`config.mk`:
```
export PLATFORM = sky130hd
export DESIGN_NAME = doodle_jump_engine_flat
export DESIGN_NICKNAME = d
export VERILOG_FILES = /design/src/rtl/doodle_jump_engine_if.sv /design/src/rtl/doodle_jump_engine.sv /design/src/flat_wrapper.sv
export SDC_FILE = /design/constraint.sdc
export NUM_CORES = 1
export LEC_CHECK = 0
export ABC_AREA = 1
export CORE_UTILIZATION = 59
export DETAILED_ROUTE_END_ITERATION = 6
export GPL_TIMING_DRIVEN = 0
export PLACE_DENSITY = 0.83
export SLEW_MARGIN = 30
export SYNTH_ARGS = -nofsm -noshare
export SYNTH_HDL_FRONTEND = slang
export SYNTH_SLANG_ARGS = --single-unit
```
`constraint.sdc`:
```
create_clock -name Clk -period 5.1 [get_ports Clk]
set_clock_uncertainty 0.15 [all_clocks]
set_input_delay 0.51 -clock Clk [delete_from_list [all_inputs] [get_ports Clk]]
set_output_delay 0.51 -clock Clk [all_outputs]
set_load 0.03 [all_outputs]
```
`src/rtl/doodle_jump_engine_if.sv`:
```
// Bundle of the engine's control inputs and the position/score/state outputs.
// The master side drives the controls; the slave side is the engine itself.
interface doodle_jump_engine_if #(
    parameter int unsigned COORD_W  = 10,
    parameter int unsigned NUM_PLAT = 4,
    parameter int unsigned SCORE_W  = 16
);
    logic                         Start;
    logic                         Ack;
    logic                         Tick;
    logic                         Left;
    logic                         Right;
    logic [COORD_W-1:0]           rand_x;
    logic [COORD_W-1:0]           doodle_x;
    logic [COORD_W-1:0]           doodle_y;
    logic [NUM_PLAT*COORD_W-1:0]  plat_x;
    logic [NUM_PLAT*COORD_W-1:0]  plat_y;
    logic [SCORE_W-1:0]           score;
    logic                         q_I;
    logic                         q_Up;
    logic                         q_Down;
    logic                         q_Done;

    modport master (
        output Start, Ack, Tick, Left, Right, rand_x,
        input  doodle_x, doodle_y, plat_x, plat_y, score, q_I, q_Up, q_Down, q_Done
    );

    modport slave (
        input  Start, Ack, Tick, Left, Right, rand_x,
        output doodle_x, doodle_y, plat_x, plat_y, score, q_I, q_Up, q_Down, q_Done
    );
endinterface

```
`src/rtl/doodle_jump_engine.sv`:
```
// Tick-paced vertical game physics: doodle position, platforms, landing, camera
// scroll, platform respawn, horizontal wrap, score and game-over.
module doodle_jump_engine #(
    parameter int unsigned H_RES    = 640,
    parameter int unsigned V_RES    = 480,
    parameter int unsigned COORD_W  = 10,
    parameter int unsigned NUM_PLAT = 4,
    parameter int unsigned JUMP_H   = 120,
    parameter int unsigned STEP     = 2,
    parameter int unsigned HSTEP    = 4,
    parameter int unsigned SCROLL_Y = 200,
    parameter int unsigned DOODLE_W = 20,
    parameter int unsigned DOODLE_H = 20,
    parameter int unsigned PLAT_W   = 40,
    parameter int unsigned SCORE_W  = 16
) (
    input logic                  Clk,
    input logic                  Reset,
    doodle_jump_engine_if.slave  bus
);
    typedef enum logic [1:0] {StI, StUp, StDown, StDone} state_e;

    localparam int unsigned RISE_W = $clog2(JUMP_H + STEP + 1);
    localparam int unsigned W1     = COORD_W + 1;
    localparam int unsigned W2     = COORD_W + 2;
    localparam int unsigned SW1    = SCORE_W + 1;

    localparam logic [COORD_W-1:0] XMAX  = COORD_W'(H_RES - PLAT_W);
    localparam logic [COORD_W-1:0] DXMAX = COORD_W'(H_RES - DOODLE_W);
    localparam logic [COORD_W-1:0] DX0   = COORD_W'(H_RES / 2 - DOODLE_W / 2);
    localparam logic [COORD_W-1:0] DY0   = COORD_W'(V_RES - 40 - DOODLE_H);

    function automatic logic [COORD_W-1:0] clampx(input logic [COORD_W-1:0] v);
        return (v > XMAX) ? XMAX : v;
    endfunction

    function automatic logic [COORD_W-1:0] plat_x0(input int unsigned k);
        return (k == 0) ? COORD_W'(H_RES / 2 - PLAT_W / 2) : COORD_W'(k * (H_RES / NUM_PLAT));
    endfunction

    function automatic logic [COORD_W-1:0] plat_y0(input int unsigned k);
        return COORD_W'(V_RES - 40 - k * (V_RES / NUM_PLAT));
    endfunction

    state_e              state_q, state_d;
    logic [COORD_W-1:0]  dx_q, dx_d, dy_q, dy_d;
    logic [COORD_W-1:0]  px_q [NUM_PLAT];
    logic [COORD_W-1:0]  px_d [NUM_PLAT];
    logic [COORD_W-1:0]  py_q [NUM_PLAT];
    logic [COORD_W-1:0]  py_d [NUM_PLAT];
    logic [SCORE_W-1:0]  score_q, score_d;
    logic [RISE_W-1:0]   rise_q, rise_d;

    logic [COORD_W-1:0]  hx;
    logic [W1-1:0]       dx_right;
    logic [W2-1:0]       bottom;
    logic                land_hit;
    logic [COORD_W-1:0]  land_y;
    logic [SW1-1:0]      score_sum;
    logic                go_home;
    logic                scatter;

    assign dx_right  = {1'b0, dx_q} + W1'(HSTEP);
    assign score_sum = {1'b0, score_q} + SW1'(STEP);

    // Horizontal candidate position with wrap; both or neither key holds x.
    always_comb begin
        hx = dx_q;
        if (bus.Left && !bus.Right) begin
            hx = (dx_q < COORD_W'(HSTEP)) ? DXMAX : dx_q - COORD_W'(HSTEP);
        end else if (bus.Right && !bus.Left) begin
            hx = (dx_right > {1'b0, DXMAX}) ? '0 : dx_right[COORD_W-1:0];
        end
    end

    // Landing search against the post-move x; lowest platform index wins.
    always_comb begin
        land_hit = 1'b0;
        land_y   = '0;
        bottom   = {2'b00, dy_q} + W2'(DOODLE_H);
        for (int unsigned k = 0; k < NUM_PLAT; k++) begin
            if (!land_hit &&
                bottom <= {2'b00, py_q[k]} &&
                bottom + W2'(STEP) >= {2'b00, py_q[k]} &&
                {2'b00, hx} + W2'(DOODLE_W) > {2'b00, px_q[k]} &&
                {2'b00, hx} < {2'b00, px_q[k]} + W2'(PLAT_W)) begin
                land_hit = 1'b1;
                land_y   = py_q[k] - COORD_W'(DOODLE_H);
            end
        end
    end

    // Next-state and next-world computation.
    always_comb begin
        state_d = state_q;
        dx_d    = dx_q;
        dy_d    = dy_q;
        px_d    = px_q;
        py_d    = py_q;
        score_d = score_q;
        rise_d  = rise_q;
        go_home = 1'b0;
        scatter = 1'b0;

        case (state_q)
            StI: begin
                if (bus.Start) begin
                    state_d = StUp;
                    go_home = 1'b1;
                    scatter = 1'b1;
                end
            end
            StUp: begin
                if (bus.Tick) begin
                    dx_d   = hx;
                    rise_d = rise_q + RISE_W'(STEP);
                    // Doodle pinned at the scroll line: move the world down instead.
                    if ({2'b00, dy_q} < W2'(SCROLL_Y + STEP)) begin
                        for (int unsigned k = 0; k < NUM_PLAT; k++) begin
                            py_d[k] = py_q[k] + COORD_W'(STEP);
                        end
                        score_d = score_sum[SCORE_W] ? '1 : score_sum[SCORE_W-1:0];
                    end else begin
                        dy_d = dy_q - COORD_W'(STEP);
                    end
                    for (int unsigned k = 0; k < NUM_PLAT; k++) begin
                        if (py_d[k] >= COORD_W'(V_RES)) begin
                            py_d[k] = '0;
                            px_d[k] = clampx(bus.rand_x);
                        end
                    end
                    if (rise_d >= RISE_W'(JUMP_H)) begin
                        state_d = StDown;
                    end
                end
            end
            StDown: begin
                if (bus.Tick) begin
                    dx_d = hx;
                    if (land_hit) begin
                        dy_d    = land_y;
                        rise_d  = '0;
                        state_d = StUp;
                    end else begin
                        dy_d = dy_q + COORD_W'(STEP);
                        if ({2'b00, dy_q} + W2'(STEP + DOODLE_H) >= W2'(V_RES)) begin
                            state_d = StDone;
                        end
                    end
                end
            end
            StDone: begin
                if (bus.Ack) begin
                    state_d = StI;
                    go_home = 1'b1;
                end
            end
            default: begin
                state_d = StI;
                go_home = 1'b1;
            end
        endcase

        if (go_home) begin
            dx_d    = DX0;
            dy_d    = DY0;
            score_d = '0;
            rise_d  = '0;
            for (int unsigned k = 0; k < NUM_PLAT; k++) begin
                px_d[k] = plat_x0(k);
                py_d[k] = plat_y0(k);
            end
        end
        // New game: spread the upper platforms around a random offset.
        if (scatter) begin
            for (int unsigned k = 1; k < NUM_PLAT; k++) begin
                px_d[k] = clampx(COORD_W'((32'(bus.rand_x) + k * (H_RES / NUM_PLAT)) % H_RES));
            end
        end
    end

    // State and world registers with synchronous reset.
    always_ff @(posedge Clk) begin
        if (Reset) begin
            state_q <= StI;
            dx_q    <= DX0;
            dy_q    <= DY0;
            score_q <= '0;
            rise_q  <= '0;
            for (int unsigned k = 0; k < NUM_PLAT; k++) begin
                px_q[k] <= plat_x0(k);
                py_q[k] <= plat_y0(k);
            end
        end else begin
            state_q <= state_d;
            dx_q    <= dx_d;
            dy_q    <= dy_d;
            score_q <= score_d;
            rise_q  <= rise_d;
            px_q    <= px_d;
            py_q    <= py_d;
        end
    end

    assign bus.doodle_x = dx_q;
    assign bus.doodle_y = dy_q;
    assign bus.score    = score_q;
    assign bus.q_I      = (state_q == StI);
    assign bus.q_Up     = (state_q == StUp);
    assign bus.q_Down   = (state_q == StDown);
    assign bus.q_Done   = (state_q == StDone);

    for (genvar k = 0; k < NUM_PLAT; k++) begin : g_pack
        assign bus.plat_x[k*COORD_W +: COORD_W] = px_q[k];
        assign bus.plat_y[k*COORD_W +: COORD_W] = py_q[k];
    end
endmodule

```
`src/flat_wrapper.sv`:
```
// flat-port wrapper written by rule: the top's interface ports become plain ports
module doodle_jump_engine_flat 
#(
    parameter int unsigned H_RES    = 640,
    parameter int unsigned V_RES    = 480,
    parameter int unsigned COORD_W  = 10,
    parameter int unsigned NUM_PLAT = 4,
    parameter int unsigned JUMP_H   = 120,
    parameter int unsigned STEP     = 2,
    parameter int unsigned HSTEP    = 4,
    parameter int unsigned SCROLL_Y = 200,
    parameter int unsigned DOODLE_W = 20,
    parameter int unsigned DOODLE_H = 20,
    parameter int unsigned PLAT_W   = 40,
    parameter int unsigned SCORE_W  = 16
)
  (Clk, Reset, bus_Start, bus_Ack, bus_Tick, bus_Left, bus_Right, bus_rand_x, bus_doodle_x, bus_doodle_y, bus_plat_x, bus_plat_y, bus_score, bus_q_I, bus_q_Up, bus_q_Down, bus_q_Done);
  doodle_jump_engine_if #(.COORD_W(COORD_W), .NUM_PLAT(NUM_PLAT), .SCORE_W(SCORE_W)) bus_i ();
  input logic Clk;
  input logic Reset;
  input wire logic [$bits(bus_i.Start)-1:0] bus_Start;
  input wire logic [$bits(bus_i.Ack)-1:0] bus_Ack;
  input wire logic [$bits(bus_i.Tick)-1:0] bus_Tick;
  input wire logic [$bits(bus_i.Left)-1:0] bus_Left;
  input wire logic [$bits(bus_i.Right)-1:0] bus_Right;
  input wire logic [$bits(bus_i.rand_x)-1:0] bus_rand_x;
  output wire logic [$bits(bus_i.doodle_x)-1:0] bus_doodle_x;
  output wire logic [$bits(bus_i.doodle_y)-1:0] bus_doodle_y;
  output wire logic [$bits(bus_i.plat_x)-1:0] bus_plat_x;
  output wire logic [$bits(bus_i.plat_y)-1:0] bus_plat_y;
  output wire logic [$bits(bus_i.score)-1:0] bus_score;
  output wire logic [$bits(bus_i.q_I)-1:0] bus_q_I;
  output wire logic [$bits(bus_i.q_Up)-1:0] bus_q_Up;
  output wire logic [$bits(bus_i.q_Down)-1:0] bus_q_Down;
  output wire logic [$bits(bus_i.q_Done)-1:0] bus_q_Done;
  assign bus_i.Start = bus_Start;
  assign bus_i.Ack = bus_Ack;
  assign bus_i.Tick = bus_Tick;
  assign bus_i.Left = bus_Left;
  assign bus_i.Right = bus_Right;
  assign bus_i.rand_x = bus_rand_x;
  assign bus_doodle_x = bus_i.doodle_x;
  assign bus_doodle_y = bus_i.doodle_y;
  assign bus_plat_x = bus_i.plat_x;
  assign bus_plat_y = bus_i.plat_y;
  assign bus_score = bus_i.score;
  assign bus_q_I = bus_i.q_I;
  assign bus_q_Up = bus_i.q_Up;
  assign bus_q_Down = bus_i.q_Down;
  assign bus_q_Done = bus_i.q_Done;
  doodle_jump_engine #(.H_RES(H_RES), .V_RES(V_RES), .COORD_W(COORD_W), .NUM_PLAT(NUM_PLAT), .JUMP_H(JUMP_H), .STEP(STEP), .HSTEP(HSTEP), .SCROLL_Y(SCROLL_Y), .DOODLE_W(DOODLE_W), .DOODLE_H(DOODLE_H), .PLAT_W(PLAT_W), .SCORE_W(SCORE_W)) u_core (.Clk(Clk), .Reset(Reset), .bus(bus_i));
endmodule
```
### Word level (Yosys, flattened, before mapping)

Index checks and enable logic that the tools add are counted.

* div/mod/pow operators: 3
* $lt $le $gt $ge: 29
* reductions and logical operators: 41
* multiplexer cells: 52
* add/sub/neg operators: 25
* equality and inequality tests: 11

Operators by type and width (count)
* $mux W10: 23
* $mux W30: 4
* $mux W40: 3
* $mod A32 B10 Y32 const B: 3
* $add A10 B2 Y10 const B: 5
* $ge A12 B10 Y1: 4
* $le A12 B10 Y1: 4
* $lt A10 B12 Y1: 4
* $add A10 B6 Y11 const B: 4
* $ge A10 B9 Y1 const B: 4
* $gt A10 B10 Y1 const B: 4
* $sub A10 B5 Y10 const B: 4
* $gt A12 B10 Y1: 3
* $add A10 B5 Y11 const B: 3
* $add A10 B9 Y11 const B: 2
* $mux W7: 3
* $pmux W10 S2: 1
* $add A16 B2 Y17 const B: 1
* $logic_and A1 B1 Y1: 17
* $mux W16: 1
* $reduce_and A3 Y1: 5
* $reduce_bool A3 Y1: 5
* $mux W2: 7
* $pmux W7 S2: 1
* other kinds (27): 46

* input bits: 17
* flip-flop bits (word level): 125
* logic and storage cells: 174

### Depth between registers and ports, before layout

* depth after elaboration: 31
* depth in mapped cells: 38
* depth with buffers taken out: 37

### Least setup slack after synthesis

OpenSTA, ideal clock, no wires.

* path type: flip-flop to flip-flop
* start: register u_core.dx_q[2], in the netlist u_core.bus.doodle_x[2]
* end: register u_core.dy_q[5], in the netlist u_core.bus.doodle_y[5]
* stages on the path, launching flop included: 38
* data arrival time: 4.362 ns
* setup time: 0.115 ns
* path buffers: 1
* slack: 0.473 ns
* path through: dfxtp_1 -> inv_1 -> ha_1 -> inv_1 -> nor2_1 -> nand2_1 -> nand2_1 -> nand3_1 -> nand3_1 -> nand2_1 -> nand2_2 -> o21ai_0 -> o21ai_0 -> nand2_1 -> o21ai_0 -> inv_1 -> ha_1 -> nand3b_4 -> [... 2 more ...] -> ha_1 -> nand2_1 -> nor2_1 -> nor2_1 -> nand2_1 -> o21ai_0 -> a21boi_0 -> o32ai_1 -> nand2_2 -> nand2_4 -> buf_6 -> inv_2 -> o21ai_0 -> o21ai_0 -> nor2_1 -> nand4_1 -> nand2_1 -> nand2_1

* word-level cells in the longest chain between the ends: 31
* elaborated cells on any way between the ends: 45
* classes of those cells: 3 x add/sub; 10 x order compare; 15 x mux; 17 x reduce/logical

Ends and longest elaborated chain
* from (decl): RTL line doodle_jump_engine.sv:46 `logic [COORD_W-1:0] dx_q, dx_d, dy_q, dy_d;`
* from (signal assigned): RTL line doodle_jump_engine.sv:186 `dx_q <= DX0;`
* from (signal assigned): RTL line doodle_jump_engine.sv:196 `dx_q <= dx_d;`
* $add A10 B3 Y11: RTL line doodle_jump_engine.sv:63 `assign dx_right = {1'b0, dx_q} + W1'(HSTEP);`
* $gt A11 B10 Y1: RTL line doodle_jump_engine.sv:72 `hx = (dx_right > {1'b0, DXMAX}) ? '0 : dx_right[COORD_W-1:0];`
* $mux W10: RTL line doodle_jump_engine.sv:72
* $mux W10: RTL line doodle_jump_engine.sv:71 `end else if (bus.Right && !bus.Left) begin`
* $mux W10 (*): RTL line doodle_jump_engine.sv:69 `if (bus.Left && !bus.Right) begin`
* via u_core.hx[3]: RTL line doodle_jump_engine.sv:54 `logic [COORD_W-1:0] hx;`
* $add A10 B5 Y11: RTL line doodle_jump_engine.sv:85 `{2'b00, hx} + W2'(DOODLE_W) > {2'b00, px_q[k]} &&`
* $gt A11 B10 Y1: RTL line doodle_jump_engine.sv:85
* [... 16 more ...]
* $logic_and A1 B1 Y1: RTL line doodle_jump_engine.sv:82 `if (!land_hit &&`
* $logic_and A1 B1 Y1: RTL line doodle_jump_engine.sv:83 `bottom <= {2'b00, py_q[k]} &&`
* $logic_and A1 B1 Y1: RTL line doodle_jump_engine.sv:84 `bottom + W2'(STEP) >= {2'b00, py_q[k]} &&`
* $logic_and A1 B1 Y1: RTL line doodle_jump_engine.sv:85
* $mux W10 or $mux W1 (tied branches): RTL line doodle_jump_engine.sv:82
* $mux W10 (*): RTL line doodle_jump_engine.sv:140 `if (land_hit) begin`
* $mux W10 (*): RTL line doodle_jump_engine.sv:138 `if (bus.Tick) begin`
* $pmux W10 S2 (*): RTL line doodle_jump_engine.sv:105 `case (state_q)`
* to (signal assigned): RTL line doodle_jump_engine.sv:197 `dy_q <= dy_d;`
* to (decl): RTL line doodle_jump_engine.sv:46

Mark *: on every way through the listed nets, which the timed path passes. The rest lies on a longest branch. The select of a mux whose other input is x is not followed.
A chain may end at the register's enable or synchronous reset.

### Worst setup path after layout

* start: register u_core.dx_q[2], in the netlist u_core.bus.doodle_x[2]
* end: register u_core.rise_q[1]

* word-level cells in the longest chain between the ends: 30
* elaborated cells on any way between the ends: 40
* classes of those cells: 3 x add/sub; 10 x order compare; 1 x eq/ne; 8 x mux; 18 x reduce/logical

Ends and longest elaborated chain
* $add A10 B3 Y11: RTL line doodle_jump_engine.sv:63
* $gt A11 B10 Y1: RTL line doodle_jump_engine.sv:72
* $mux W10: RTL line doodle_jump_engine.sv:72
* $mux W10: RTL line doodle_jump_engine.sv:71
* $mux W10 (*): RTL line doodle_jump_engine.sv:69
* via u_core.hx[3]: RTL line doodle_jump_engine.sv:54
* $add A10 B5 Y11: RTL line doodle_jump_engine.sv:85
* $gt A11 B10 Y1: RTL line doodle_jump_engine.sv:85
* [... 15 more ...]
* $logic_not A1 Y1: RTL line doodle_jump_engine.sv:82
* $logic_and A1 B1 Y1: RTL line doodle_jump_engine.sv:82
* $logic_and A1 B1 Y1: RTL line doodle_jump_engine.sv:83
* $logic_and A1 B1 Y1: RTL line doodle_jump_engine.sv:84
* $logic_and A1 B1 Y1: RTL line doodle_jump_engine.sv:85
* $mux W1 (*): RTL line doodle_jump_engine.sv:82
* $ne A2 B1 Y1 (no line) (*)
* $reduce_and A4 Y1 (no line) (*)
* to (signal assigned): RTL line doodle_jump_engine.sv:199 `rise_q <= rise_d;`
* to (decl): RTL line doodle_jump_engine.sv:52 `logic [RISE_W-1:0] rise_q, rise_d;`

Mark *: on every way through the listed nets, which the timed path passes. The rest lies on a longest branch.

==> metrics.md <==
| Metric | Value |
|---|---|
| Antenna violations before repair | `0` |
| Start of the worst register-to-register path | `u_core.bus.doodle_x[2]` |
| Fraction of the mapped netlist area in simple logic gates | `0.264` |
| DP Area | `14100 sq um` |
| Cell type of the slowest stage on the worst timing path | `o31ai_1` |
| Cell area after synthesis | `12400 sq um` |
| Largest stage delay, worst path | `0.48 ns` |
| Total power after layout | `7.59 mW` |
| Initial core utilization | `0.609` |
| Leakage power | `6.87 nW` |
| Netlist cell types | `62` |
| Layout cells sized above 1 | `0.0796` |
| DRT Pass-1 Iters | `6` |
| Post-synthesis adder-cell area fraction | `0.189` |
| Final RePlAce weighted congestion | `0.991` |
| Part of the Yosys area used for sequential elements | `0.193` |
| Number of fill cells | `1717` |
| Count of unresolved DRC violations after routing | `0` |
| Detailed Route Iter0 Violations | `1464` |
| Critical path peak fanout | `8` |
| Buffer levels on the longest clock path | `2` |
| Global routing usage on met2 | `0.592` |
| H-tree level count | `4` |
| Clk network pwr share | `0.173` |
| CTS tree | `done` |
| Share of cell area taken by muxes after synthesis | `0.000906` |
| Transition at the pin with the smallest max-transition slack | `0.905 ns` |
| HPWL reported at the end of detailed placement | `32300 um` |
| Largest voltage drop on the vdd net | `0.270 mV` |
| Worst Hold Slack | `0.314 ns` |
| Result of the run | `completed` |
| Pint | `3.64 mW` |
| Ys flop type | `dfxtp_1` |
| Kind of critical path | `reg2reg` |
| Nature of the critical path startpoint | `flip-flop` |
| Final period util | `0.950` |
| Number of port buffers | `131` |
| Final count of negative-setup-slack endpoints | `0` |
| P per Cell Area | `509 nW/um^2` |
| Startpoint of the most critical setup path | `u_core.bus.doodle_x[2]` |
| Number of global-route vias before repair | `12400` |
| Maximum capacitance violations | `0` |
| Main combinational cell family by area after synthesis | `simple AND/OR/NAND/NOR gates` |
| Synth area leader | `dfxtp_1` |
| Buffer and inverter count on the worst path | `5` |
| Critical Path Most Common Cell | `nand2_1` |
| Share of power burned in combinational logic | `0.644` |
| Met1 usage | `0.519` |
| CTS buffer count | `17` |
| Root buffer cell | `clkbuf_16` |
| Count of boundary I/O pins | `137` |
| Total number of yosys warnings | `0` |
| Required arrival time at the worst endpoint | `5.33 ns` |
| Antenna diode count | `0` |
| Non-Filler Cell Area, Final | `14900 sq um` |
| Antenna Violating Nets Remaining | `0` |
| Min Clock Period, post-route | `4.85 ns` |
| Share of total power consumed by net switching | `0.521` |
| Dominant delay contributor by cell family on the critical path | `simple AND/OR/NAND/NOR gates` |
| Met3 layer usage reported by global route | `0.0705` |
| Area enclosed by the die boundary | `21700 sq um` |
| Avg WL per Cell | `18.5 um` |
| Clock Sink Count | `120` |
| Area growth, synth to finish | `20.1%` |
| Synth top area share | `0.193` |
| Detailed-route vias per instance | `5.96` |
| Number of flops mapped to enable cells by yosys | `0` |
| Peak Freq | `206 MHz` |
| Global-route total usage across every layer | `0.384` |
| Normalized max-slew margin | `0.390` |
| Fraction of registers with async set/reset | `0` |
| Nets@finish | `2203` |
| Average instance area after synthesis | `6.79 sq um` |
| Chip width | `147 um` |
| Max-slew violation count | `0` |
| Total routed wirelength | `42100 um` |
| Xor/xnor cell area share of the yosys netlist | `0.0759` |
| Signal arrival time at the worst endpoint | `5.08 ns` |
| Compound-Gate Fraction of Synth Area | `0.178` |
| Number of placement rows | `52` |
| Most heavily used metal layer in global routing | `met2` |
| Power spent charging and discharging nets | `3.96 mW` |
| Largest net degree at the start of global routing | `17` |
| Type of destination of the critical path | `flip-flop` |
| Overall via count from detail_route | `13600` |
| Flops & latches, synth | `120` |
| Clock edge transition at the registers on the reported setup and hold paths | `0.06 ns` |
| Number of failing hold endpoints at the final stage | `0` |
| Clock latency of the later-clocked register in the worst-skew pair | `0.44 ns` |
| Top cells by area in the synthesized netlist | `dfxtp_1 19%, ha_1 19%, nand2_1 11%` |
| Hold Crit Class | `reg2reg` |
| Die span in y | `147 um` |
| First-pass GRT wire length | `65000 um` |
| Cells after synthesis | `1832` |
| Fraction of power consumed by sequential logic | `0.182` |
| Launch point of the worst hold path | `u_core.bus.score[0]` |
| Grt ovf | `0` |
| Core Box Area | `20400 sq um` |
==> cells in the final DEF (no fill, tap or decap), drive strengths merged, types with 11 or more instances in the layout <==
| cell | netlist | routed |
|---|---|---|
| nor3 | 35 | 35 |
| dfxtp | 120 | 120 |
| or2 | 11 | 11 |
| a31oi | 34 | 34 |
| o211ai | 26 | 26 |
| inv | 257 | 263 |
| o21ai | 141 | 141 |
| nand4 | 37 | 37 |
| a21oi | 136 | 136 |
| nand3 | 91 | 91 |
| ha | 188 | 188 |
| xor2 | 99 | 99 |
| nor2 | 151 | 151 |
| buf | 22 | 35 |
| nand2 | 382 | 382 |
| clkdlybuf4s50 | 0 | 131 |
| clkbuf | 21 | 39 |
==> power by group through the flow <==
| stage | Combinational [mW] | Sequential, mW | Clock, mW |
|---|---|---|---|
| CTS | 4.69 | 1.37 | 1.30 |
| detailed placement | 4.59 | 1.38 | 0 |
| global route | 5.34 | 1.39 | 1.35 |
| floorplan | 2.96 | 1.59 | 0 |
| global placement | 4.46 | 1.38 | 0 |
| finish | 4.89 | 1.38 | 1.32 |
==> logic make-up (layout without fill, tap and decap cells) <==
logic type,after synthesis,after routing
muxes,1,1
buffers and inverters,303,479
DFF,120,120
AOI/OAI and AO/OA,387,387
other,1,4
and+or+nand+nor,726,726
xor gates and xnor gates,106,106
adders and majority gates,188,188
==> metrics by stage <==
step	util	cells	setup WS [ns]	setup TNS (ns)
5_1_grt	0.731	2281	-0.0484	-0.0959
4_1_cts	0.724	2272	0.0472	0
3_3_place_gp	0.690	2236	-0.645	-8.27
2_1_floorplan	-	1835	0.473	0
3_5_place_dp	0.690	2236	-0.731	-9.74
6_report	0.731	2281	0.253	0
==> metal layers <==
metal | vias up | share of wire
li1 | 6465 | -
met1 | 6275 | 0.42
met2 | 725 | 0.44
met3 | 128 | 0.097
met4 | 0 | 0.042
met5 | - | 0
==> worst paths after layout <==
kind / end / slack (ns) / cells after the start
max: u_core.rise_q[1] / 0.25 / 33
min: u_core.bus.score[0] / 0.31 / 2
max reg2reg: u_core.rise_q[1] / 0.25 / 33
min reg2reg: u_core.bus.score[0] / 0.31 / 2
==> layout make-up <==
type                    instances  area (sq um)  share of cell area
plain buffers                  43           236              0.0158
clock buffers                  18           439              0.0294
clock inverters                14           183              0.0122
inverters                     260           985              0.0660
multi-input cells            1412          8930               0.598
flip-flops and latches        120          2410               0.161
well taps                     270           338              0.0226
repair buffers                144          1410              0.0944
==> state kept, by name, indices dropped and copies added, names as in the netlist <==
register	count
u_core.bus.plat_y	36
u_core.rise_q	6
u_core.state_q	2
u_core.bus.doodle_y	10
u_core.bus.doodle_x	10
u_core.bus.plat_x	40
u_core.bus.score	16
==> cells in the mapped netlist, drive strengths merged (3+ instances only) <==
library cell and count:
nor3 35, o211ai 26, ha 188, a221oi 4, inv 257, xnor2 7
o21a 5, a21oi 136, or2 11, a31oi 34, nand4 37, buf 22
o31ai 5, o22ai 5, o21bai 5, xor2 99, nand2 382, o21ai 141
o2111ai 4, clkinv 3, a21o 3, o32ai 4, dfxtp 120, nand3 91
clkbuf 21, a211oi 9, nor4 6, nor2 151, nand3b 7
==> repair_timing <==
action | 4_1_cts | 5_1_grt
buffers inserted | 4 | 9
pin swaps | 1 | 7
hold buffers | 0 | 0
setup endpoints to repair | 18 | 18
gates resized for setup | 10 | 23
==> worst register-to-register path: cells and delay by family (launching register included) <==
kind / cells / cell delay (ns)
and+or+nand+nor: 19 / 1.91
AOI/OAI and AO/OA: 5 / 0.88
adders and majority gates: 3 / 0.78
buffers and inverters: 5 / 0.50
DFF: 1 / 0.39
xor gates and xnor gates: 1 / 0.17
Power figures use the tool's default switching activity.
